`src/rtl/dmem_bridge_pkg.sv`:
```
// Shared types and constants for the data-memory bridge between MEM and the SRAM-like data bus.
// Optional kseg translation is enabled with DMEM_KSEG_MAP_EN (see dmem_addr_map).
package dmem_bridge_pkg;

    typedef enum logic [1:0] {
        IDLE = 2'd0,
        REQ  = 2'd1,
        WAIT = 2'd2,
        DONE = 2'd3
    } dmem_state_t;

    localparam logic [1:0] SIZE_B = 2'd0;
    localparam logic [1:0] SIZE_H = 2'd1;
    localparam logic [1:0] SIZE_W = 2'd2;

    // Top three address bits identifying the unmapped kernel segments.
    localparam logic [2:0] KSEG0_HI = 3'b100;
    localparam logic [2:0] KSEG1_HI = 3'b101;

endpackage

```
`src/rtl/dmem_addr_map.sv`:
```
// Virtual-to-bus address mapping and uncached attribute for data accesses.
// With DMEM_KSEG_MAP_EN defined kseg0/kseg1 fold to physical low memory; otherwise pass-through.
module dmem_addr_map
    import dmem_bridge_pkg::*;
#(
    parameter int ADDR_W = 32
) (
    input  logic [ADDR_W-1:0] vaddr_i,
    input  logic              kseg0_uncached_i,
    output logic [ADDR_W-1:0] paddr_o,
    output logic              uncached_o
);

`ifdef DMEM_KSEG_MAP_EN
    logic is_kseg0;
    logic is_kseg1;

    assign is_kseg0   = (vaddr_i[ADDR_W-1 -: 3] == KSEG0_HI);
    assign is_kseg1   = (vaddr_i[ADDR_W-1 -: 3] == KSEG1_HI);
    assign paddr_o    = (is_kseg0 | is_kseg1) ? {3'b000, vaddr_i[ADDR_W-4:0]} : vaddr_i;
    assign uncached_o = is_kseg1 | (is_kseg0 & kseg0_uncached_i);
`else
    logic unused_kseg0_uncached;

    assign paddr_o               = vaddr_i;
    assign uncached_o            = 1'b0;
    assign unused_kseg0_uncached = kseg0_uncached_i;
`endif

endmodule

```
`src/rtl/dmem_bridge.sv`:
```
// Converts one MEM-stage load/store into a split req/addr_ok/data_ok bus transaction,
// stalls the pipeline until it completes, and drains transactions killed by a flush.
module dmem_bridge
    import dmem_bridge_pkg::*;
#(
    parameter int ADDR_W = 32,
    parameter int DATA_W = 32
) (
    input  logic              clk,
    input  logic              rst,
    input  logic              mem_valid,
    input  logic              mem_rmem,
    input  logic              mem_we,
    input  logic [ADDR_W-1:0] mem_addr,
    input  logic [1:0]        mem_size,
    input  logic [3:0]        mem_sel,
    input  logic [DATA_W-1:0] mem_wdata,
    input  logic              mem_exc,
    input  logic              mem_advance,
    input  logic              flush,
    input  logic              kseg0_uncached,
    output logic              data_req,
    output logic              data_wr,
    output logic [1:0]        data_size,
    output logic [3:0]        data_wstrb,
    output logic [ADDR_W-1:0] data_addr,
    output logic [DATA_W-1:0] data_wdata,
    output logic              data_uncached,
    input  logic              data_addr_ok,
    input  logic              data_data_ok,
    input  logic [DATA_W-1:0] data_rdata,
    output logic [DATA_W-1:0] mem_rdata,
    output logic              dmem_stall,
    output dmem_state_t       dbg_state
);

    // Bus handshake: data_req is held with stable fields until the cycle data_addr_ok is
    // seen (the request is accepted in that cycle and never withdrawn); data_data_ok marks
    // the response and may coincide with data_addr_ok. data_data_ok before acceptance is ignored.

    dmem_state_t       state_q, state_d;
    logic              killed_q, killed_d;
    logic              wr_q, wr_d;
    logic [1:0]        size_q, size_d;
    logic [3:0]        wstrb_q, wstrb_d;
    logic [ADDR_W-1:0] addr_q, addr_d;
    logic [DATA_W-1:0] wdata_q, wdata_d;
    logic              unc_q, unc_d;
    logic [DATA_W-1:0] rdata_q, rdata_d;

    logic              new_req;
    logic              kill;
    logic [ADDR_W-1:0] map_addr;
    logic              map_unc;

    dmem_addr_map #(.ADDR_W(ADDR_W)) u_addr_map (
        .vaddr_i          (mem_addr),
        .kseg0_uncached_i (kseg0_uncached),
        .paddr_o          (map_addr),
        .uncached_o       (map_unc)
    );

    assign new_req = mem_valid & (mem_rmem | mem_we) & ~mem_exc & ~flush;
    assign kill    = killed_q | flush;

    always_comb begin
        state_d  = state_q;
        killed_d = killed_q;
        wr_d     = wr_q;
        size_d   = size_q;
        wstrb_d  = wstrb_q;
        addr_d   = addr_q;
        wdata_d  = wdata_q;
        unc_d    = unc_q;
        rdata_d  = rdata_q;

        case (state_q)
            IDLE: begin
                killed_d = 1'b0;
                if (new_req) begin
                    state_d = REQ;
                    wr_d    = mem_we;
                    size_d  = mem_size;
                    wstrb_d = mem_we ? mem_sel : 4'b0000;
                    addr_d  = map_addr;
                    wdata_d = mem_wdata;
                    unc_d   = map_unc;
                end
            end
            REQ: begin
                if (flush) killed_d = 1'b1;
                if (data_addr_ok) begin
                    if (data_data_ok) begin
                        if (kill) begin
                            state_d  = IDLE;
                            killed_d = 1'b0;
                        end else begin
                            state_d = DONE;
                            if (!wr_q) rdata_d = data_rdata;
                        end
                    end else begin
                        state_d = WAIT;
                    end
                end
            end
            WAIT: begin
                if (flush) killed_d = 1'b1;
                if (data_data_ok) begin
                    // A killed access drains without touching the load result.
                    if (kill) begin
                        state_d  = IDLE;
                        killed_d = 1'b0;
                    end else begin
                        state_d = DONE;
                        if (!wr_q) rdata_d = data_rdata;
                    end
                end
            end
            DONE: begin
                if (mem_advance | flush) state_d = IDLE;
            end
            default: state_d = IDLE;
        endcase
    end

    always_ff @(posedge clk) begin
        if (rst) begin
            state_q  <= IDLE;
            killed_q <= 1'b0;
            wr_q     <= 1'b0;
            size_q   <= 2'd0;
            wstrb_q  <= 4'b0000;
            addr_q   <= '0;
            wdata_q  <= '0;
            unc_q    <= 1'b0;
            rdata_q  <= '0;
        end else begin
            state_q  <= state_d;
            killed_q <= killed_d;
            wr_q     <= wr_d;
            size_q   <= size_d;
            wstrb_q  <= wstrb_d;
            addr_q   <= addr_d;
            wdata_q  <= wdata_d;
            unc_q    <= unc_d;
            rdata_q  <= rdata_d;
        end
    end

    assign data_req      = (state_q == REQ);
    assign data_wr       = data_req & wr_q;
    assign data_size     = data_req ? size_q  : 2'd0;
    assign data_wstrb    = data_req ? wstrb_q : 4'b0000;
    assign data_addr     = data_req ? addr_q  : '0;
    assign data_wdata    = data_req ? wdata_q : '0;
    assign data_uncached = data_req & unc_q;
    assign mem_rdata     = rdata_q;
    assign dbg_state     = state_q;

    // Stall is combinational so the issuing instruction is frozen from its first MEM cycle.
    assign dmem_stall = ~rst & (((state_q == IDLE) & new_req) | (state_q == REQ) | (state_q == WAIT));

endmodule

```
`config.mk`:
```
export PLATFORM = sky130hd
export DESIGN_NAME = dmem_bridge
export DESIGN_NICKNAME = d
export VERILOG_FILES = /design/src/rtl/dmem_bridge_pkg.sv /design/src/rtl/dmem_addr_map.sv /design/src/rtl/dmem_bridge.sv
export SDC_FILE = /design/constraint.sdc
export NUM_CORES = 1
export LEC_CHECK = 0
export CORE_ASPECT_RATIO = 0.8
export CORE_MARGIN = 4
export CORE_UTILIZATION = 41
export DETAILED_ROUTE_END_ITERATION = 16
export MAX_ROUTING_LAYER = met4
export PLACE_DENSITY = 0.81
export REMOVE_ABC_BUFFERS = 1
export SYNTH_ARGS = -nofsm -noshare
export SYNTH_HDL_FRONTEND = slang
export SYNTH_HIERARCHICAL = 1
export SYNTH_SLANG_ARGS = --single-unit
```
`constraint.sdc`:
```
create_clock -name clk -period 2.4 [get_ports clk]
set_clock_uncertainty 0.2 [all_clocks]
set_input_delay 0.6 -clock clk [delete_from_list [all_inputs] [get_ports clk]]
set_output_delay 0.6 -clock clk [all_outputs]
set_load 0.02 [all_outputs]
```
Word level (Yosys, flattened, before mapping)
Cells that the tools add are included.
{"block": "totals", "input_bits": 113, "reg_bits": 106, "word_cells": 57}
{"block": "op_classes", "n_reduce_logical": 6, "mux": 22, "bitwise": 14, "eq_ne": 7}
{"operator": "$mux 32", "count": 6}
{"operator": "$pmux 32 s2", "count": 1}
{"operator": "$mux 2", "count": 7}
{"operator": "$mux 4", "count": 2}
{"operator": "$pmux 2 s4", "count": 1}
{"operator": "$and 1x1->1", "count": 6}
{"operator": "$ne 2x2->1 const B", "count": 3}
{"operator": "$or 1x1->1", "count": 5}
{"operator": "$eq 2x2->1 const B", "count": 2}
{"operator": "$mux 1", "count": 4}
{"operator": "$reduce_and 2->1", "count": 2}
{"operator": "$reduce_and 4->1", "count": 1}
{"operator": "$not 1->1", "count": 3}
{"operator": "$pmux 1 s3", "count": 1}
{"operator": "$reduce_bool 3->1", "count": 1}
{"operator": "$eq 2x1->1 const B", "count": 1}
{"operator": "$logic_not 2->1", "count": 1}
{"operator": "$ne 2x1->1 const B", "count": 1}
{"operator": "$reduce_bool 2->1", "count": 1}

Longest topological paths before layout
Gate-level depths: netlist of the first run.
{"block": "logic_depth", "word_depth": 8, "mapped_depth": 8, "depth_no_buf": 6}

Modules after synthesis
Netlist of the first run, hierarchy kept.
{"module": "dmem_bridge", "area_per_inst_um2": 4367.9, "cells_each": 533, "seq_area_each_um2": 2142.1, "n_inst": 1}
{"module": "dmem_addr_map", "area_per_inst_um2": 251.5, "cells_each": 34, "seq_area_each_um2": 0.0, "n_inst": 1}

Worst setup path after synthesis of the first run
Ideal clock, no wire load.
{"block": "synth_path", "kind": "input port to output port", "from": "input mem_we", "to": "output dmem_stall", "arrival_ps": 1618, "stages": 4, "path_buffers": 2, "setup_slack_ps": -18, "t_required_ps": 1600, "cell_sequence": "clkbuf_1 o211ai_2 clkbuf_1 a21oi_1"}
{"block": "synth_between", "elab_chain_len": 8}
{"element": "start: declaration", "line": "dmem_bridge.sv:13", "source": "input logic mem_we,"}
{"element": "$or 1x1->1", "line": "dmem_bridge.sv:63", "source": "assign new_req = mem_valid & (mem_rmem | mem_we) & ~mem_exc & ~flush;"}
{"element": "$and 1x1->1 (3 in series)", "line": "dmem_bridge.sv:63"}
{"element": "$and 1x1->1", "line": "dmem_bridge.sv:161", "source": "assign dmem_stall = ~rst & (((state_q == IDLE) & new_req) | (state_q == REQ) | (state_q == WAIT));"}
{"element": "$or 1x1->1 (2 in series)", "line": "dmem_bridge.sv:161"}
{"element": "$and 1x1->1", "line": "dmem_bridge.sv:161"}
{"element": "end: declaration", "line": "dmem_bridge.sv:33", "source": "output logic dmem_stall,"}
Every way passes these cells.

Final worst setup path of the first run
{"block": "layout_path", "from": "register state_q[1] (netlist: dbg_state[1])", "to": "register state_q[1] (netlist: dbg_state[1])"}
{"block": "layout_between", "elab_chain_len": 3, "word_cells_on_any_way": 10}
{"element": "start: declaration", "line": "dmem_bridge.sv:41", "source": "dmem_state_t state_q, state_d;"}
{"element": "start signal: assignment", "line": "dmem_bridge.sv:138", "source": "state_q <= state_d;"}
{"element": "$eq 2x2->1, or another cell as far along", "line": "dmem_bridge.sv:77", "source": "case (state_q)"}
{"element": "$ne 2x2->1 (no source line) / $ne 2x1->1 (equally long branches)"}
{"element": "$reduce_and 4->1 (no source line)"}
Parallel ways exist; a longest one is shown, timed or not.
A chain may end at the register's enable or synchronous reset.

==> flow_summary.json, run 1 <==
{
  "wirelength_microns": 12900,
  "per_instance_average_area_after_synthesis_sq_um": 8.15,
  "path_class": "reg2reg",
  "h-tree-depth": 3,
  "clock_latency_on_the_worst_skew_pair_ps": 330,
  "grt_antenna_before_repair": 0,
  "ys.warnings.count": 6,
  "max-slew-margin-rel_pct": 50.4,
  "critPathCaptureType": "flip-flop",
  "hold_path.class": "reg2reg",
  "fin_worst_hold_slack_ps": 249,
  "clock_tree_from_tritoncts": "built",
  "synth.yosys.seq_area_share_pct": 46.4,
  "setup_viol": 0,
  "clock_power_share_pct": 34.9,
  "seqPwrFrac_pct": 44.6,
  "final-max-slew-violation-count": 0,
  "netSwitchingFraction_pct": 25.8,
  "drv_cap": 0,
  "netlist_area_sq_um": 4620,
  "post-place-ws_ps": -685,
  "chipWidth_microns": 127,
  "grt_remaining_overflow": 0,
  "clk_pin_slew_ps": 60,
  "layout.nets": 861,
  "drive_above_1_share_pct": 15.5,
  "clock.fmax_mhz": 424,
  "crit_start": "dbg_state[1]",
  "area_delta_synth_final_pct": 46.4,
  "post-route-util_pct": 61.9,
  "netlist-cell-type-count": 28,
  "internal_power_w": 0.00313,
  "cts_made_buffers": 9,
  "vias_per_cell": 4.80,
  "worstPathRequired_ps": 2450,
  "io_pins": 221,
  "grt_max_degree": 73,
  "io_buffer_count": 219,
  "die_area_sq_um": 13000,
  "crit_arrival_ps": 2410,
  "grt_setup_unrepaired": "true",
  "comb_power_share_pct": 20.4,
  "critical_path.reg2reg.startpoint": "dbg_state[1]",
  "global_route_wire_length_before_repair_microns": 20400,
  "core_area_sq_um": 10900,
  "insertedDiodeCount": 0,
  "cts_max_path_buffers": 2,
  "power_leakage_nw": 2.65,
  "cts_root_buffer": "clkbuf_16",
  "worstSetupStartpointType": "flip-flop",
  "cts.hold.buffers_added": 0,
  "synth_seq_cells": 107,
  "synth_cells": 567,
  "finalCritPeriodShare_pct": 98.2,
  "vias": 4285,
  "std_cell_rows": 34,
  "power.switching_w": 0.00109,
  "fin_crit_ps": 2360,
  "vdd_drop_max_v": 0.000370,
  "detail_route.wl_per_cell_microns": 14.5,
  "chipHeight_microns": 103,
  "numClockSinks": 107,
  "reg2reg_slack_ps": 40,
  "status": "completed",
  "initial_utilization_pct": 42.3,
  "power.density_nw_per_um2": 625,
  "fillers": 962,
  "initialDrtViolationCount": 207,
  "place_congestion": 0.849,
  "final_hold_violating_endpoints": 0,
  "timing.hold.worst.start": "wstrb_q[3]",
  "drt.antenna.violating_nets": 0,
  "drc": 0,
  "final_setup_slack_of_the_worst_path_ps": 43.7,
  "drt_first_pass_iters": 5,
  "hpwl_detailed_microns": 9360,
  "first_global_vias": 4184,
  "track_usage_pct": 19.8,
  "worst-path-max-fanout": 31,
  "tightestPinTransition_ps": 744
}
power groups by stage:
| stage | clock [W] | combinational, W | sequential, W |
|---|---|---|---|
| after detailed placement | 0 | 0.000875 | 0.00192 |
| after CTS | 0.00153 | 0.000874 | 0.00189 |
| after floorplan | 0 | 0.000323 | 0.00194 |
| after global routing | 0.00158 | 0.000932 | 0.00189 |
| after global placement | 0 | 0.000855 | 0.00192 |
| final | 0.00148 | 0.000863 | 0.00189 |
per-stage QoR:
step	std cells	total power [W]	area [sq um]	setup TNS (ps)
global placement	877	0.00277	6800	-11260
detailed placement	877	0.00280	6800	-16570
finish	892	0.00423	6760	0
CTS	893	0.00429	7140	0
floorplan	494	0.00226	4190	-190740
global route	892	0.00441	6760	-78.4
placed cells by master, fill, tap and decap left out, types with 9 or more instances in the layout:
| cell type | n |
|---|---|
| mux2i_1 | 33 |
| clkbuf_2 | 46 |
| buf_2 | 25 |
| clkdlybuf4s50_1 | 141 |
| clkbuf_16 | 9 |
| dfxtp_1 | 106 |
| nor2_1 | 36 |
| a21oi_1 | 74 |
| buf_4 | 16 |
| and2_1 | 72 |
| nand2_1 | 141 |
repair_timing:
| action | in CTS | in global routing |
|---|---|---|
| gates resized for setup | 181 | 76 |
| setup endpoints to repair | 74 | 80 |
| pin swaps | 3 | 4 |
| buffers inserted | 1 | 0 |
metal layers:
metal  track usage, %  vias to the layer above  part of all wire (%)
met4             4.70                        0                   1.1
met2             33.8                      144                    50
met5                -                        -                     0
met3             5.23                       13                   6.7
met1             23.6                     1998                    42
li1                 -                     2130                     -
cell usage after synthesis:
master | count | area share [%]
nand2_1 | 141 | 11
dfxtp_1 | 107 | 46
a21oi_1 | 75 | 8.1
and2_1 | 72 | 9.8
nor2_1 | 36 | 2.9
buf_4 | 33 | 5.4
mux2i_1 | 33 | 7.2
clkbuf_1 | 28 | 2.3
buf_2 | 9 | 0.98
nand3_1 | 5 | 0.54
ha_1 | 4 | 1.1
buf_6 | 3 | 0.73
inv_1 | 3 | 0.24
a211oi_1 | 2 | 0.32
and2b_1 | 2 | 0.32
nor3_1 | 2 | 0.22
a211o_1 | 1 | 0.19
a21o_2 | 1 | 0.19
a31oi_1 | 1 | 0.14
conb_1 | 1 | 0.081
nor2b_1 | 1 | 0.14
nor3b_2 | 1 | 0.27
nor4bb_1 | 1 | 0.22
o211a_1 | 1 | 0.22
o211ai_2 | 1 | 0.27
o21ai_0 | 1 | 0.11
o31ai_1 | 1 | 0.16
or4_1 | 1 | 0.16
registers in the layout, indices dropped and copies added, names as in the netlist:
signal     flops
mem_rdata     32
wdata_q       32
killed_q       1
size_q         2
wr_q           1
addr_q        32
unc_q          1
wstrb_q        4
dbg_state      2
cell families after synthesis:
kind of cell             after synthesis  share of synthesized area, %
AND/OR/NAND/NOR                      262                          26.0
flip-flops                           107                          46.4
AO/OA/AOI/OAI                         84                          9.72
buffers and inverters                 76                          9.59
multiplexers                          33                          7.15
adder cells (fa/ha/maj)                4                          1.08
other                                  1                        0.0812
final timing paths:
check / endpoint / cells past startpoint
worst min register to register: wstrb_q[3] / 2
worst min-delay path: wstrb_q[3] / 2
worst max-delay path: dbg_state[1] / 8
worst max register to register: dbg_state[1] / 8
layout make-up:
cell class	count	area [sq um]	share of cell area, %
clock inverter	2	35.0	0.518
multi-input combinational	384	2090	30.9
tap	144	180	2.66
timing repair buffer	239	2050	30.2
sequential	107	2140	31.7
inverter	3	11.3	0.167
clock buffer	13	260	3.85
worst max-delay path: stages, from the launching register on:
cell	delay (ps)
dfxtp_1	340
inv_1	80
ha_4	190
buf_12	160
buf_4	150
nor2b_1	130
a211o_1	290
or4_1	510
a31oi_2	210
No activity file was read; power rests on OpenSTA's default activity.
==> run 2: changes to the inputs <==
- SLEW_MARGIN: not set -> 20
==> results of run 2 <==
The final DEF is identical to that of run 1; final timing and power are the same.
==> run 3: changes to the inputs <==
- ABC_AREA: not set -> 1
- CORE_UTILIZATION: 41 -> 42
==> run 3 against run 2 <==
Sequential share of layout area down 1.5 points; register-to-register slack better by 310 ps; total power increased by 2.5%; synthesized area is 3.2% higher; highest routed layer unchanged; setup slack worse by 2.7 ps; sequential power barely moved; final cell count is 15% higher; die area grew 0.68%; sequential cell count unchanged.
==> flow_summary.json, run 3 <==
{
  "final-max-slew-violation-count": 0,
  "placed_cells": 1004,
  "ys.warnings.count": 6,
  "post-place-ws_ps": -465,
  "detail_route.wl_per_cell_microns": 13.1,
  "std_cell_rows": 34,
  "path_class": "reg2out",
  "whs_endpoint": "wdata_q[3]",
  "numClockSinks": 107,
  "clock_tree_from_tritoncts": "built",
  "reg2reg_slack_ps": 350,
  "critical_path.reg2reg.startpoint": "dbg_state[1]",
  "worst-path-max-fanout": 8,
  "per_instance_average_area_after_synthesis_sq_um": 6.92,
  "post-route-util_pct": 64.9,
  "cts_made_buffers": 9,
  "vias": 4594,
  "hold_path.class": "reg2reg",
  "yosysTopAreaCellShare_pct": 44.9,
  "timing.critical_path.buf_inv": 5,
  "mostFrequentLayoutCell": "nand2_1",
  "finalCritPeriodShare_pct": 98.3,
  "async_flop_share_pct": 0,
  "vdd_drop_max_v": 0.000376,
  "area_delta_synth_final_pct": 49.3,
  "io_pins": 221,
  "post_synth_most_frequent_cells": "nand2_1, dfxtp_1, inv_1",
  "insertedDiodeCount": 0,
  "synth-compound-area-share_pct": 11.5,
  "setup_viol": 0,
  "synth_adder_area_share_pct": 1.05,
  "post_synth_main_area_contributors": "dfxtp_1, nand2_1, a21oi_1, inv_1, nor2_1",
  "first_global_vias": 4118,
  "synth_top_flop_cell": "dfxtp_1",
  "cpLargestDelayFamily": "buffers and inverters",
  "synth_seq_cells": 107,
  "initial_utilization_pct": 43.4,
  "final_hold_violating_endpoints": 0,
  "hpwl_detailed_microns": 9530,
  "drive_above_1_share_pct": 14.9,
  "vias_per_cell": 4.49,
  "h-tree-depth": 3,
  "cts_max_path_buffers": 2,
  "synth_cells": 689,
  "track_usage_pct": 19.8,
  "io_buffer_count": 219,
  "wirelength_microns": 13500,
  "synth_top_cell_by_area": "dfxtp_1",
  "critPathCaptureType": "primary output",
  "cts_root_buffer": "clkbuf_16",
  "slowest_stage": "dfxtp_2",
  "fin_crit_ps": 2360,
  "cp_slowest_stage_delay_ps": 330,
  "drt.antenna.violating_nets": 0,
  "yosys.cell_count.top_type": "nand2_1",
  "timing.hold.worst.start": "wdata_q[3]",
  "clk_pin_slew_ps": 70,
  "tightestPinTransition_ps": 747,
  "timing.rr.end": "addr_q[21]",
  "power_leakage_nw": 3.31,
  "worst-r2r-cell-count": 7,
  "netlist-cell-type-count": 21,
  "status": "completed",
  "synth_mux_area_share_pct": 0,
  "commonest_cells_after_routing_fill_and_taps_aside": "nand2_1, clkdlybuf4s50_1, dfxtp_1",
  "place_congestion": 0.866,
  "grt_max_degree": 73,
  "synth_top_family_by_area": "simple AND/OR/NAND/NOR gates",
  "grt_remaining_overflow": 0,
  "synth-simple-area-share_pct": 25.9,
  "drv_cap": 0,
  "power.density_nw_per_um2": 608,
  "synth_xor_xnor_area_share_pct": 0,
  "chipHeight_microns": 103,
  "fillers": 995,
  "grt_antenna_before_repair": 0,
  "clock.fmax_mhz": 424,
  "initialDrtViolationCount": 296,
  "max-slew-margin-rel_pct": 50.2,
  "chipWidth_microns": 127,
  "crit_chain": "inv_2 > ha_4 > buf_12 > clkbuf_16 > nand2_1 > inv_1 > clkdlybuf4s15_2",
  "finish.cell_count_without_fillers": 1024,
  "worstSetupStartpointType": "flip-flop",
  "final_setup_slack_of_the_worst_path_ps": 41.1,
  "global_route_wire_length_before_repair_microns": 20400,
  "clock_latency_on_the_worst_skew_pair_ps": 330,
  "synth.yosys.seq_area_share_pct": 44.9,
  "core_area_sq_um": 11000,
  "hold_depth": 2,
  "layout.nets": 992,
  "worstPathRequired_ps": 1600,
  "synth_enable_flop_cells": 0,
  "drt_first_pass_iters": 4,
  "drc": 0,
  "netlist_area_sq_um": 4770,
  "die_area_sq_um": 13100,
  "crit_arrival_ps": 1560
}
[run 3: cell count changes in the layout (fill, tap and decap cells not counted), moves of 3 or more]
cell and delta:
and2_1 -72, buf_12 +3, buf_2 -8, clkbuf_2 -16, clkdlybuf4s15_2 +25, dlymetal6s2s_1 +3, inv_1 +78, inv_2 +4
mux2i_1 -33, nand2_1 +84, nand3_1 +4, nor2_1 +34, o21ai_0 +32
[run 3: final cells by class]
| class | instances | area, sq um | share of cell area, % |
|---|---|---|---|
| timing repair buffer | 247 | 2330 | 32.7 |
| sequential | 107 | 2150 | 30.2 |
| multi-input combinational | 425 | 1870 | 26.2 |
| inverter | 85 | 319 | 4.48 |
| clock buffer | 11 | 243 | 3.41 |
| tap | 144 | 180 | 2.53 |
| clock inverter | 5 | 37.5 | 0.527 |
[run 3: logic make-up after synthesis]
family | after synthesis
fa+ha+maj | 4
other cells | 1
compound gates | 110
simple gates | 310
flops | 107
buf+inv | 157
[run 3: repair_timing]
item / CTS / global route
buffers inserted: 0 / 2
resized for setup: 194 / 58
pin swaps: 0 / 4
cloned: 0 / 2
endpoints found under the setup margin: 74 / 73
hold buffers: 0 / 0
[run 3: through the flow]
stage / hold slack (ps) / power (W) / setup TNS, ps / area [sq um]
5_1_grt: 277 / 0.00453 / -6.62 / 7120
4_1_cts: 267 / 0.00431 / 0 / 7290
3_5_place_dp: 256 / 0.00292 / -4100 / 6950
3_3_place_gp: 252 / 0.00291 / -3510 / 6950
2_1_floorplan: 240 / 0.00236 / -92610 / 4300
6_report: 265 / 0.00433 / 0 / 7120
[run 3: worst register-to-register path: cells and delay by family, from the launching register on]
kind | cells | cell delay (ps)
buffers and inverters | 3 | 760
flip-flops | 1 | 340
AND/OR/NAND/NOR | 2 | 280
AO/OA/AOI/OAI | 1 | 200
adder cells (fa/ha/maj) | 1 | 190
[run 3: power by group]
group	internal [W]	total [W]	leakage, nW	switching [W]
sequential	0.00187	0.00192	0.868	0.0000497
combinational	0.000507	0.00103	2.31	0.000523
clock	0.000737	0.00138	0.132	0.000645
[run 3: how the worst max path moves through the flow]
stage | startpoint | to | slack, ps | cells past startpoint
after floorplan | dbg_state[0] | mem_rdata[0] | -1170 | 7
after global placement | mem_exc | dmem_stall | -480 | 5
after detailed placement | mem_exc | dmem_stall | -470 | 5
after CTS | dbg_state[1] | data_wdata[29] | 0.08 | 6
after global routing | dbg_state[1] | data_wdata[13] | -3 | 7
final | dbg_state[1] | data_wdata[13] | 40 | 7
[run 3: metal layers]
metal,vias to the layer above,track usage (%),share of wire [%]
met5,-,-,0
met4,0,4.29,0.74
met2,155,31.7,47
li1,2428,-,-
met1,2000,25.1,45
met3,11,5.90,7.4
